**src/rtl/fetch_stage.sv**
```systemverilog
// Instruction fetch stage: PC register, one-cycle registered capture of imem data, BOOT/RUN/HALTED control.
// Latency 1 cycle (imem_addr in cycle N -> instruction in N+1); stall holds all outputs, redirect overrides stall/halt.
module fetch_stage #(
    parameter int                   WORD_SIZE = 32,
    parameter logic [WORD_SIZE-1:0] RESET_PC  = 32'h0000_0000
) (
    input  logic                 clk,
    input  logic                 reset_n,
    input  logic                 stall,
    input  logic                 redirect_en,
    input  logic [WORD_SIZE-1:0] redirect_pc,
    input  logic                 halt,
    output logic [WORD_SIZE-1:0] imem_addr,
    input  logic [WORD_SIZE-1:0] imem_rdata,
    output logic [WORD_SIZE-1:0] instruction,
    output logic                 inst_valid,
    output logic [WORD_SIZE-1:0] pc_out,
    output logic [WORD_SIZE-1:0] pc_plus4,
    output logic                 halted,
    output logic [15:0]          fetch_count
);

    typedef enum logic [1:0] {ST_BOOT, ST_RUN, ST_HALTED} state_t;

    state_t               state_q, state_d;
    logic [WORD_SIZE-1:0] pc_q, pc_d;
    logic [WORD_SIZE-1:0] instr_q, instr_d;
    logic [WORD_SIZE-1:0] pc_out_q, pc_out_d;
    logic [WORD_SIZE-1:0] pc_plus4_q, pc_plus4_d;
    logic                 vld_q, vld_d;
    logic [15:0]          cnt_q, cnt_d;

    always_ff @(posedge clk) begin
        if (!reset_n) begin
            state_q <= ST_BOOT;
        end else begin
            state_q <= state_d;
        end
    end

    always_comb begin
        state_d = state_q;
        if (redirect_en) begin
            state_d = ST_RUN;
        end else begin
            case (state_q)
                ST_BOOT:   state_d = ST_RUN;
                ST_RUN:    state_d = halt ? ST_HALTED : ST_RUN;
                ST_HALTED: state_d = ST_HALTED;
                default:   state_d = ST_BOOT;
            endcase
        end
    end

    // Datapath next-state; redirect wins over everything, and only RUN without stall captures.
    always_comb begin
        pc_d       = pc_q;
        instr_d    = instr_q;
        pc_out_d   = pc_out_q;
        pc_plus4_d = pc_plus4_q;
        vld_d      = vld_q;
        cnt_d      = cnt_q;
        halted     = (state_q == ST_HALTED);
        if (redirect_en) begin
            pc_d    = redirect_pc & ~WORD_SIZE'(3);
            instr_d = '0;
            vld_d   = 1'b0;
        end else if (state_q == ST_RUN && !stall) begin
            instr_d    = imem_rdata;
            pc_out_d   = pc_q;
            pc_plus4_d = pc_q + WORD_SIZE'(4);
            vld_d      = 1'b1;
            pc_d       = pc_q + WORD_SIZE'(4);
            cnt_d      = (cnt_q == 16'hFFFF) ? cnt_q : cnt_q + 16'd1;
        end else if (state_q == ST_HALTED) begin
            vld_d = 1'b0;
        end
    end

    always_ff @(posedge clk) begin
        if (!reset_n) begin
            pc_q       <= RESET_PC;
            instr_q    <= '0;
            pc_out_q   <= '0;
            pc_plus4_q <= '0;
            vld_q      <= 1'b0;
            cnt_q      <= '0;
        end else begin
            pc_q       <= pc_d;
            instr_q    <= instr_d;
            pc_out_q   <= pc_out_d;
            pc_plus4_q <= pc_plus4_d;
            vld_q      <= vld_d;
            cnt_q      <= cnt_d;
        end
    end

    assign imem_addr   = pc_q;
    assign instruction = instr_q;
    assign inst_valid  = vld_q;
    assign pc_out      = pc_out_q;
    assign pc_plus4    = pc_plus4_q;
    assign fetch_count = cnt_q;

endmodule

```
**config.mk**
```make
export PLATFORM = sky130hd
export DESIGN_NAME = fetch_stage
export DESIGN_NICKNAME = d
export VERILOG_FILES = /design/src/rtl/fetch_stage.sv
export SDC_FILE = /design/constraint.sdc
export NUM_CORES = 1
export LEC_CHECK = 0
export BUFFER_PORTS_ARGS = -buffer_cell sky130_fd_sc_hd__buf_2
export CAP_MARGIN = 15
export CELL_PAD_IN_SITES_DETAIL_PLACEMENT = 1
export CELL_PAD_IN_SITES_GLOBAL_PLACEMENT = 1
export CORE_MARGIN = 4
export CORE_UTILIZATION = 40
export CTS_BUF_LIST = sky130_fd_sc_hd__clkbuf_8
export DETAILED_ROUTE_END_ITERATION = 10
export PLACE_DENSITY = 0.93
export SETUP_SLACK_MARGIN = 0.02
export SKIP_LAST_GASP = 1
export SYNTH_ARGS = -nofsm -noshare
export SYNTH_HDL_FRONTEND = slang
export SYNTH_SLANG_ARGS = --single-unit
```
**constraint.sdc**
```tcl
create_clock -name clk -period 4.1 [get_ports clk]
set_input_delay 0.82 -clock clk [delete_from_list [all_inputs] [get_ports clk]]
set_output_delay 0.82 -clock clk [all_outputs]
set_load 0.05 [all_outputs]
```
Word-level counts from Yosys, hierarchy flattened:

Index checks and enable logic that the tools add are counted.

* add/subtract/negate cells: 2
* eq/ne operators: 3
* bitwise gates (word level): 3
* reductions and logical operators: 8
* multiplexer cells: 7

Operators by type and width (number)
* 32-bit two-way mux: 2
* 32-bit by 3-bit adder with 32-bit output (second input constant): 1
* 16-bit by 1-bit adder with 16-bit output (second input constant): 1
* 16-bit == test (second input constant): 1
* 2-bit case mux with 3 select lines: 1
* 2-bit nonzero test: 2
* 1-bit two-way mux: 3
* 1-bit inverter: 3
* 3-bit AND reduction: 1
* 2-bit by 1-bit == test with 1-bit output (second input constant): 1
* 2-bit == test (second input constant): 1
* 2-bit logical NOT: 1
* 2-bit two-way mux: 1
* 2-bit AND reduction: 1
* 2-bit OR reduction: 1
* 1-bit logical AND: 1
* 1-bit logical NOT: 1

* output and inout port bits: 146
* input bits: 69
* bits in registers: 147
* word-level logic and storage cells: 32

Logic depth before layout (Yosys ltp):

Gate-level depths: netlist of run 1.

* depth in word-level cells: 4
* gate-level depth with buffers: 7

Worst setup path after synthesis of run 1:

No wires, ideal clock.

* kind: reg-to-reg
* from: register pc_q[2] (netlist: imem_addr[2])
* to: register pc_q[26] (netlist: imem_addr[26])
* cell stages (with the launch flop): 7
* arrival: 2439 ps
* path slack: 1587 ps
* path buffers: 1
* clock period less this slack: 2513 ps
* data required time: 4026 ps
* cell sequence: dfxtp_1 ha_1 nand3_2 or4_4 buf_6 or4_1 a31oi_1

* longest elaborated chain between the ends: 3

Ends and longest elaborated chain
* start: declaration: RTL line 26 `logic [WORD_SIZE-1:0] pc_q, pc_d;`
* start signal: assignment: RTL line 89 `pc_q <= pc_d;`
* 32-bit by 3-bit adder with 32-bit output: RTL line 73 `pc_d = pc_q + WORD_SIZE'(4);`
* 32-bit two-way mux: RTL line 68 `end else if (state_q == ST_RUN && !stall) begin`
* 32-bit two-way mux: RTL line 64 `if (redirect_en) begin`

Every way passes these cells. The select of a mux whose other input is x is not followed.
A chain may end at the register's enable or synchronous reset.

Final worst setup path of run 1:

Ends and elaborated chain as after synthesis.

==> summary.md, run 1 <==
| Metric | Value |
|---|---|
| Result of the run | `complete, no violations` |
| Buf+Inv Stages, Crit Path | `0` |
| Hold Vio Cnt, Final | `0` |
| Clock Skew | `between 0.01 and 0.015 ns` |
| Commonest non-fill, non-tap cell in the layout | `buf_2` |
| DR pass1 iterations | `5` |
| Crit-path cells | `ha_1 > nand3_2 > or4_4 > or4_1 > a31oi_1` |
| Core ar. | `approximately 0.015 mm^2` |
| Routed len/inst | `18.0 um` |
| Clock latency on the worst-skew pair | `0.44 ns` |
| Max Buffers Root-to-Sink | `2` |
| Met3 Wirelength | `1950 um` |
| Tot GR Track Use | `0.234` |
| Worst Tran Pin Value | `1.06 ns` |
| Nets | `between 1k and 1.5k` |
| Post-synth EDFFs | `0` |
| # resized after CTS | `0` |
| Pint | `2170 uW` |
| Final Critical Period | `2.63 ns` |
| Maximum vdd drop | `0.000186 V` |
| Setup CP Type | `register to register` |
| DRT iter0 DRCs | `372` |
| Initial antenna violation count | `1` |
| Crit path depth | `5` |
| Die area | `0.0179 mm^2` |
| Worst reg2reg path startpoint | `imem_addr[2]` |
| R2R Setup Slk | `1.47 ns` |
| Die Wd | `134 um` |
| Design area | `0.00776 mm^2` |
| Flop pwr share | `0.482` |
| Cell Rows | `45` |
| PwrDens | `399 mW/mm^2` |
| Post-Route WL | `21100 um` |
| Setup_tns | `0 ns` |
| Leakage | `approximately 0.003 uW` |
| Synth cell types | `51` |
| CP required | `about 4.5 ns` |
| Crit path max-delay family | `simple AND/OR/NAND/NOR gates` |
| Wire length on met2 | `9860 um` |
| RSZ-0062 raised after global routing | `no` |
| Hold Crit Class | `register to register` |
| Buffers added on ports | `about 210` |
| Final setup vio count | `0` |
| Final Cycle Share | `0.642` |
| Routed via count | `6543` |
| Share of cells above drive strength 1 | `0.261` |
| Initial core utilization | `0.413` |
| Clk pin slew, worst setup/hold paths | `approximately 0.080 ns` |
| GP Congestion | `around 0.85` |
| CTS H-tree depth | `4` |
| Crit-path slowest cell | `or4_4` |
| Area after DPL | `0.00736 mm^2` |
| Max-Slew Margin vs Limit | `0.285` |
| FF+latch area | `0.00282 mm^2` |
| Syn avg cell area | `7.98 um^2` |
| Final Power | `3100 uW` |
| Drt drc | `0` |
| Util after Layout | `0.507` |
| Fmax | `between 300 and 400 MHz` |
| Gr ovfl total | `0` |
| CTS Sinks | `approximately 140` |
| Multi-input logic area | `0.00316 mm^2` |
| Synthesized cell area | `0.00632 mm^2` |
| Cell count after synthesis | `792` |
| Top sig layer | `met5` |
| I/O pins | `approximately 220` |
| Ys async rst share | `0` |
| Number of setup buffers added after CTS | `0` |
| Largest net degree at the start of global routing | `just over 90` |
| Chip Height | `between 100 and 150 um` |
| Hold-fix buffers, CTS | `0` |
| Sw Ratio | `0.301` |
| Num CTS Buffers | `17` |
| R2r endpoint | `imem_addr[26]` |
| CP Capture Type | `register` |
| Clock root buffer | `clkbuf_8` |
| Vias per cell | `5.57` |
| Register bit count reported by yosys | `roughly 140` |
| Post-DP HPWL | `15000 um` |
| Clk pwr share | `0.374` |
| Synth warnings | `0` |
| Final Non-Filler Cells | `around 1.2k` |
| # diodes | `0` |
| Max incr delay on CP | `0.72 ns` |
| Net Switching | `931 uW` |
| Combinational power share | `0.144` |
| Ys flop type | `dfxtp_1` |
| Maxcap violations | `0` |
| Cell count after placement | `1144` |
| Vias in the first global route | `6498` |
| Worst Path Arrival | `approximately 3.0 ns` |
| Post-synthesis sequential area ratio | `0.447` |
| Number of fill cells | `1965` |
| Reg2Reg Depth | `5` |
| Origin of the worst setup path | `imem_addr[2]` |
| Slew Limit Fails | `0` |
| Met1 wire length | `~9000 um` |
| Area Growth Syn to Fin | `22.8%` |
| CP Launch Type | `register` |
| Commonest cells after routing, fill and taps aside | `buf_2 (206), nand2_1 (155), dfxtp_1 (141)` |
| Critical-path maximum fanout | `16` |
| Antenna viol nets, final | `0` |
| First-pass GRT wire length | `33900 um` |
| CTS tree | `yes` |
| Critical Path End | `imem_addr[26]` |
==> worst register-to-register path, stage by stage, from the launching register on <==
cell and delay (ns):
dfxtp_1 0.53, ha_1 0.29, nand3_2 0.35, or4_4 0.73, or4_1 0.45, a31oi_1 0.21
==> final cells by class <==
class                      count  share of cell area
timing repair buffer         213               0.141
tap                          211              0.0340
clock buffer                  20              0.0355
inverter                       6             0.00290
sequential                   141               0.364
multi-input combinational    573               0.407
clock inverter                10              0.0160
==> worst min path at each step <==
stage / start / end / slack, ns / cells after the start
finish: pc_out[13] / pc_out[13] / 0.45 / 2
global route: instruction[12] / instruction[12] / 0.47 / 2
CTS: instruction[20] / instruction[20] / 0.46 / 2
detailed placement: pc_out[28] / pc_out[28] / 0.45 / 2
global placement: instruction[14] / instruction[14] / 0.44 / 2
floorplan: state_q[1] / state_q[1] / 0.56 / 3
==> power groups by stage <==
| stage | combinational (uW) | sequential, uW | clock (uW) |
|---|---|---|---|
| finish | 446 | 1490 | 1160 |
| global placement | 441 | 1520 | 0 |
| global route | 478 | 1500 | 1250 |
| detailed placement | 449 | 1520 | 0 |
| floorplan | 178 | 1660 | 0 |
| CTS | 451 | 1490 | 1180 |
==> cells by family after synthesis <==
logic type / after synthesis / synth area share
compound gates: 222 / 0.200
xor+xnor: 22 / 0.0305
fa+ha+maj: 2 / 0.00396
buf+inv: 83 / 0.0588
flops: 141 / 0.447
mux: 7 / 0.0111
other cells: 1 / 0.000593
simple gates: 314 / 0.248
==> registers in the layout, indices dropped and copies added (netlist names) <==
name	count
fetch_count	16
imem_addr	30
inst_valid	1
instruction	32
pc_out	30
pc_plus4	30
state_q	2
==> layer usage <==
| metal | vias to the layer above | track usage |
|---|---|---|
| met1 | 3122 | 0.287 |
| met4 | 2 | 0.0920 |
| met3 | 42 | 0.0819 |
| met5 | - | 0 |
| li1 | 3129 | - |
| met2 | 248 | 0.375 |
==> synthesized netlist by cell type, types with 2 or more instances <==
cell / n / area [um^2]
nor3_1: 14 / 70.1
nand2_1: 155 / 582
nor4_1: 11 / 68.8
a31oi_1: 23 / 144
buf_6: 2 / 22.5
o211ai_1: 4 / 30.0
or2_2: 2 / 12.5
buf_2: 14 / 70.1
a21oi_1: 94 / 470
or3_1: 26 / 163
nor2_1: 26 / 97.6
a311oi_1: 5 / 43.8
a211oi_1: 10 / 75.1
and3_1: 5 / 31.3
o21ai_0: 63 / 315
clkbuf_1: 47 / 176
nand2b_1: 6 / 37.5
or4_1: 16 / 120
nor3b_1: 4 / 30.0
dfxtp_1: 141 / 2820
nor2b_1: 2 / 12.5
and4_1: 9 / 78.8
mux2i_1: 7 / 70.1
ha_1: 2 / 25.0
nand4_1: 16 / 100
or4_4: 2 / 22.5
xor2_1: 7 / 61.3
buf_1: 6 / 22.5
xnor2_1: 15 / 131
o31ai_1: 17 / 128
inv_1: 4 / 15.0
buf_4: 7 / 52.6
nand3_1: 12 / 60.1
==> stage by stage <==
stage               hold WS (ns)  setup WS, ns
global route               0.472          1.29
global placement           0.438          1.18
finish                     0.454          1.47
detailed placement         0.445          1.14
floorplan                  0.558          1.59
CTS                        0.456          1.43
Power figures use the tool's default switching activity.
==> inputs of run 2 (changes only) <==
--- a/config.mk
+++ b/config.mk
@@ -10,10 +10,10 @@
 export CELL_PAD_IN_SITES_DETAIL_PLACEMENT = 1
 export CELL_PAD_IN_SITES_GLOBAL_PLACEMENT = 1
 export CORE_MARGIN = 4
-export CORE_UTILIZATION = 40
+export CORE_UTILIZATION = 34
 export CTS_BUF_LIST = sky130_fd_sc_hd__clkbuf_8
 export DETAILED_ROUTE_END_ITERATION = 10
-export PLACE_DENSITY = 0.93
+export PLACE_DENSITY = 0.84
 export SETUP_SLACK_MARGIN = 0.02
 export SKIP_LAST_GASP = 1
 export SYNTH_ARGS = -nofsm -noshare
==> constraint.sdc (replaced) <==
create_clock -name clk -period 2.27 [get_ports clk]
set_input_delay 0.454 -clock clk [delete_from_list [all_inputs] [get_ports clk]]
set_output_delay 0.454 -clock clk [all_outputs]
set_load 0.05 [all_outputs]
==> summary.md, run 2 (synthesized netlist as in run 1, its figures left out) <==
| Metric | Value |
|---|---|
| Result of the run | `complete, no violations` |
| Slew Limit Fails | `0` |
| Setup CP Type | `register to register` |
| Clock Skew | `0.0108 ns` |
| GP Congestion | `roughly 0.83` |
| Maxcap violations | `0` |
| CTS H-tree depth | `4` |
| Maximum vdd drop | `0.000343 V` |
| Vias in the first global route | `6804` |
| Area after DPL | `0.00773 mm^2` |
| Critical-path maximum fanout | `9` |
| Max Buffers Root-to-Sink | `2` |
| Cell count after placement | `1204` |
| Post-DP HPWL | `16500 um` |
| Antenna viol nets, final | `0` |
| Gr ovfl total | `0` |
| Drt drc | `0` |
| Final setup vio count | `0` |
| Crit-path cells | `or3b_2 > or2_1 > or4_1 > a31oi_1` |
| Die Wd | `144 um` |
| Initial antenna violation count | `2` |
| Core ar. | `0.0181 mm^2` |
| PwrDens | `708 mW/mm^2` |
| Worst Path Arrival | `2.51 ns` |
| First-pass GRT wire length | `35400 um` |
| Post-Route WL | `22400 um` |
| Hold Crit Class | `primary input to register` |
| RSZ-0062 raised after global routing | `no` |
| Final Cycle Share | `0.938` |
| Combinational power share | `0.155` |
| CP Launch Type | `register` |
| Flop pwr share | `0.462` |
| Final Non-Filler Cells | `1239` |
| Cell Rows | `49` |
| DR pass1 iterations | `4` |
| Max incr delay on CP | `0.55 ns` |
| Area Growth Syn to Fin | `29.2%` |
| Max-Slew Margin vs Limit | `0.578` |
| Routed via count | `6658` |
| CTS Sinks | `141` |
| Sw Ratio | `0.304` |
| Largest register FFs | `32` |
| Fmax | `470 MHz` |
| Tot GR Track Use | `0.215` |
| Crit-path slowest cell | `or3b_2` |
| Final Critical Period | `2.13 ns` |
| Share of cells above drive strength 1 | `0.312` |
| Worst Tran Pin Value | `approximately 0.63 ns` |
| Vias per cell | `5.37` |
| CTS tree | `yes` |
| Initial core utilization | `0.348` |
| Number of fill cells | `2257` |
| Nets | `around 1.1k` |
| Clk pwr share | `0.383` |
| DRT iter0 DRCs | `about 310` |
| Pint | `4020 uW` |
| Hold Vio Cnt, Final | `0` |
| CP required | `2.65 ns` |
| Clock latency on the worst-skew pair | `0.45 ns` |
| Design area | `0.00817 mm^2` |
| Die area | `between 0.02 and 0.025 mm^2` |
| Commonest cells after routing, fill and taps aside | `buf_2 (206), nand2_1 (155), dfxtp_1 (124)` |
| Num CTS Buffers | `17` |
| I/O pins | `215` |
| Net Switching | `1760 uW` |
| Leakage | `0.00332 uW` |
| Setup_tns | `0 ns` |
| Clock root buffer | `clkbuf_8` |
| Clk pin slew, worst setup/hold paths | `0.08 ns` |
| Buffers added on ports | `206` |
| Largest net degree at the start of global routing | `43` |
| Commonest non-fill, non-tap cell in the layout | `buf_2` |
| Chip Height | `144 um` |
| Routed len/inst | `18.1 um` |
| CP Capture Type | `register` |
==> run 2: path summary, 6_finish.rpt <==
kind	start	endpoint	slack, ns	cells past startpoint
max	state_q[0]	imem_addr[23]	0.14	4
min	imem_rdata[16]	instruction[16]	0.23	3
min reg2reg	pc_out[29]	pc_out[29]	0.45	2
max reg2reg	state_q[0]	imem_addr[23]	0.14	4
==> run 2: worst max-delay path: cells and delay by family, from the launching register on <==
family	cells	cell delay, ns
DFF	1	0.46
and+or+nand+nor	3	1.43
AOI/OAI and AO/OA	1	0.17
==> run 2: layout make-up <==
class	count	area, um^2	share of cell area
Multi-Input combinational cell	573	3160	0.387
Sequential cell	141	2840	0.348
Timing Repair Buffer	255	1420	0.174
Tap cell	229	287	0.0351
Clock buffer	18	248	0.0303
Clock inverter	14	175	0.0214
Inverter	6	22.5	0.00276
Antenna cell	3	7.51	0.000919
==> run 2: repair_timing <==
item,4_1_cts,5_1_grt
setup endpoints to repair,0,1
buffers inserted,0,0
hold buffers,0,0
gates resized for setup,0,1
==> run 2: layer usage <==
| layer | GRT usage | share of wire |
|---|---|---|
| met5 | 0 | 0.0012 |
| met4 | 0.0682 | 0.016 |
| met3 | 0.0751 | 0.093 |
| met2 | 0.344 | 0.46 |
| met1 | 0.273 | 0.43 |
==> run 2: power by group through the flow <==
| stage | Sequential [uW] | Clock, uW | Combinational (uW) |
|---|---|---|---|
| floorplan | 3000 | 0 | 322 |
| global placement | 2720 | 0 | 888 |
| detailed placement | 2720 | 0 | 902 |
| CTS | 2670 | 2280 | 905 |
| global route | 2680 | 2380 | 965 |
| finish | 2670 | 2220 | 897 |
==> run 2: stage by stage <==
stage               setup slack (ns)  power (uW)  hold WS (ns)   util
floorplan                     0.0288        3320         0.558      -
global placement              0.0857        3610         0.438  0.426
detailed placement            0.0498        3630         0.444  0.426
CTS                           0.0933        5850         0.199  0.449
global route                  0.0226        6030         0.206  0.450
finish                         0.140        5780         0.229  0.450
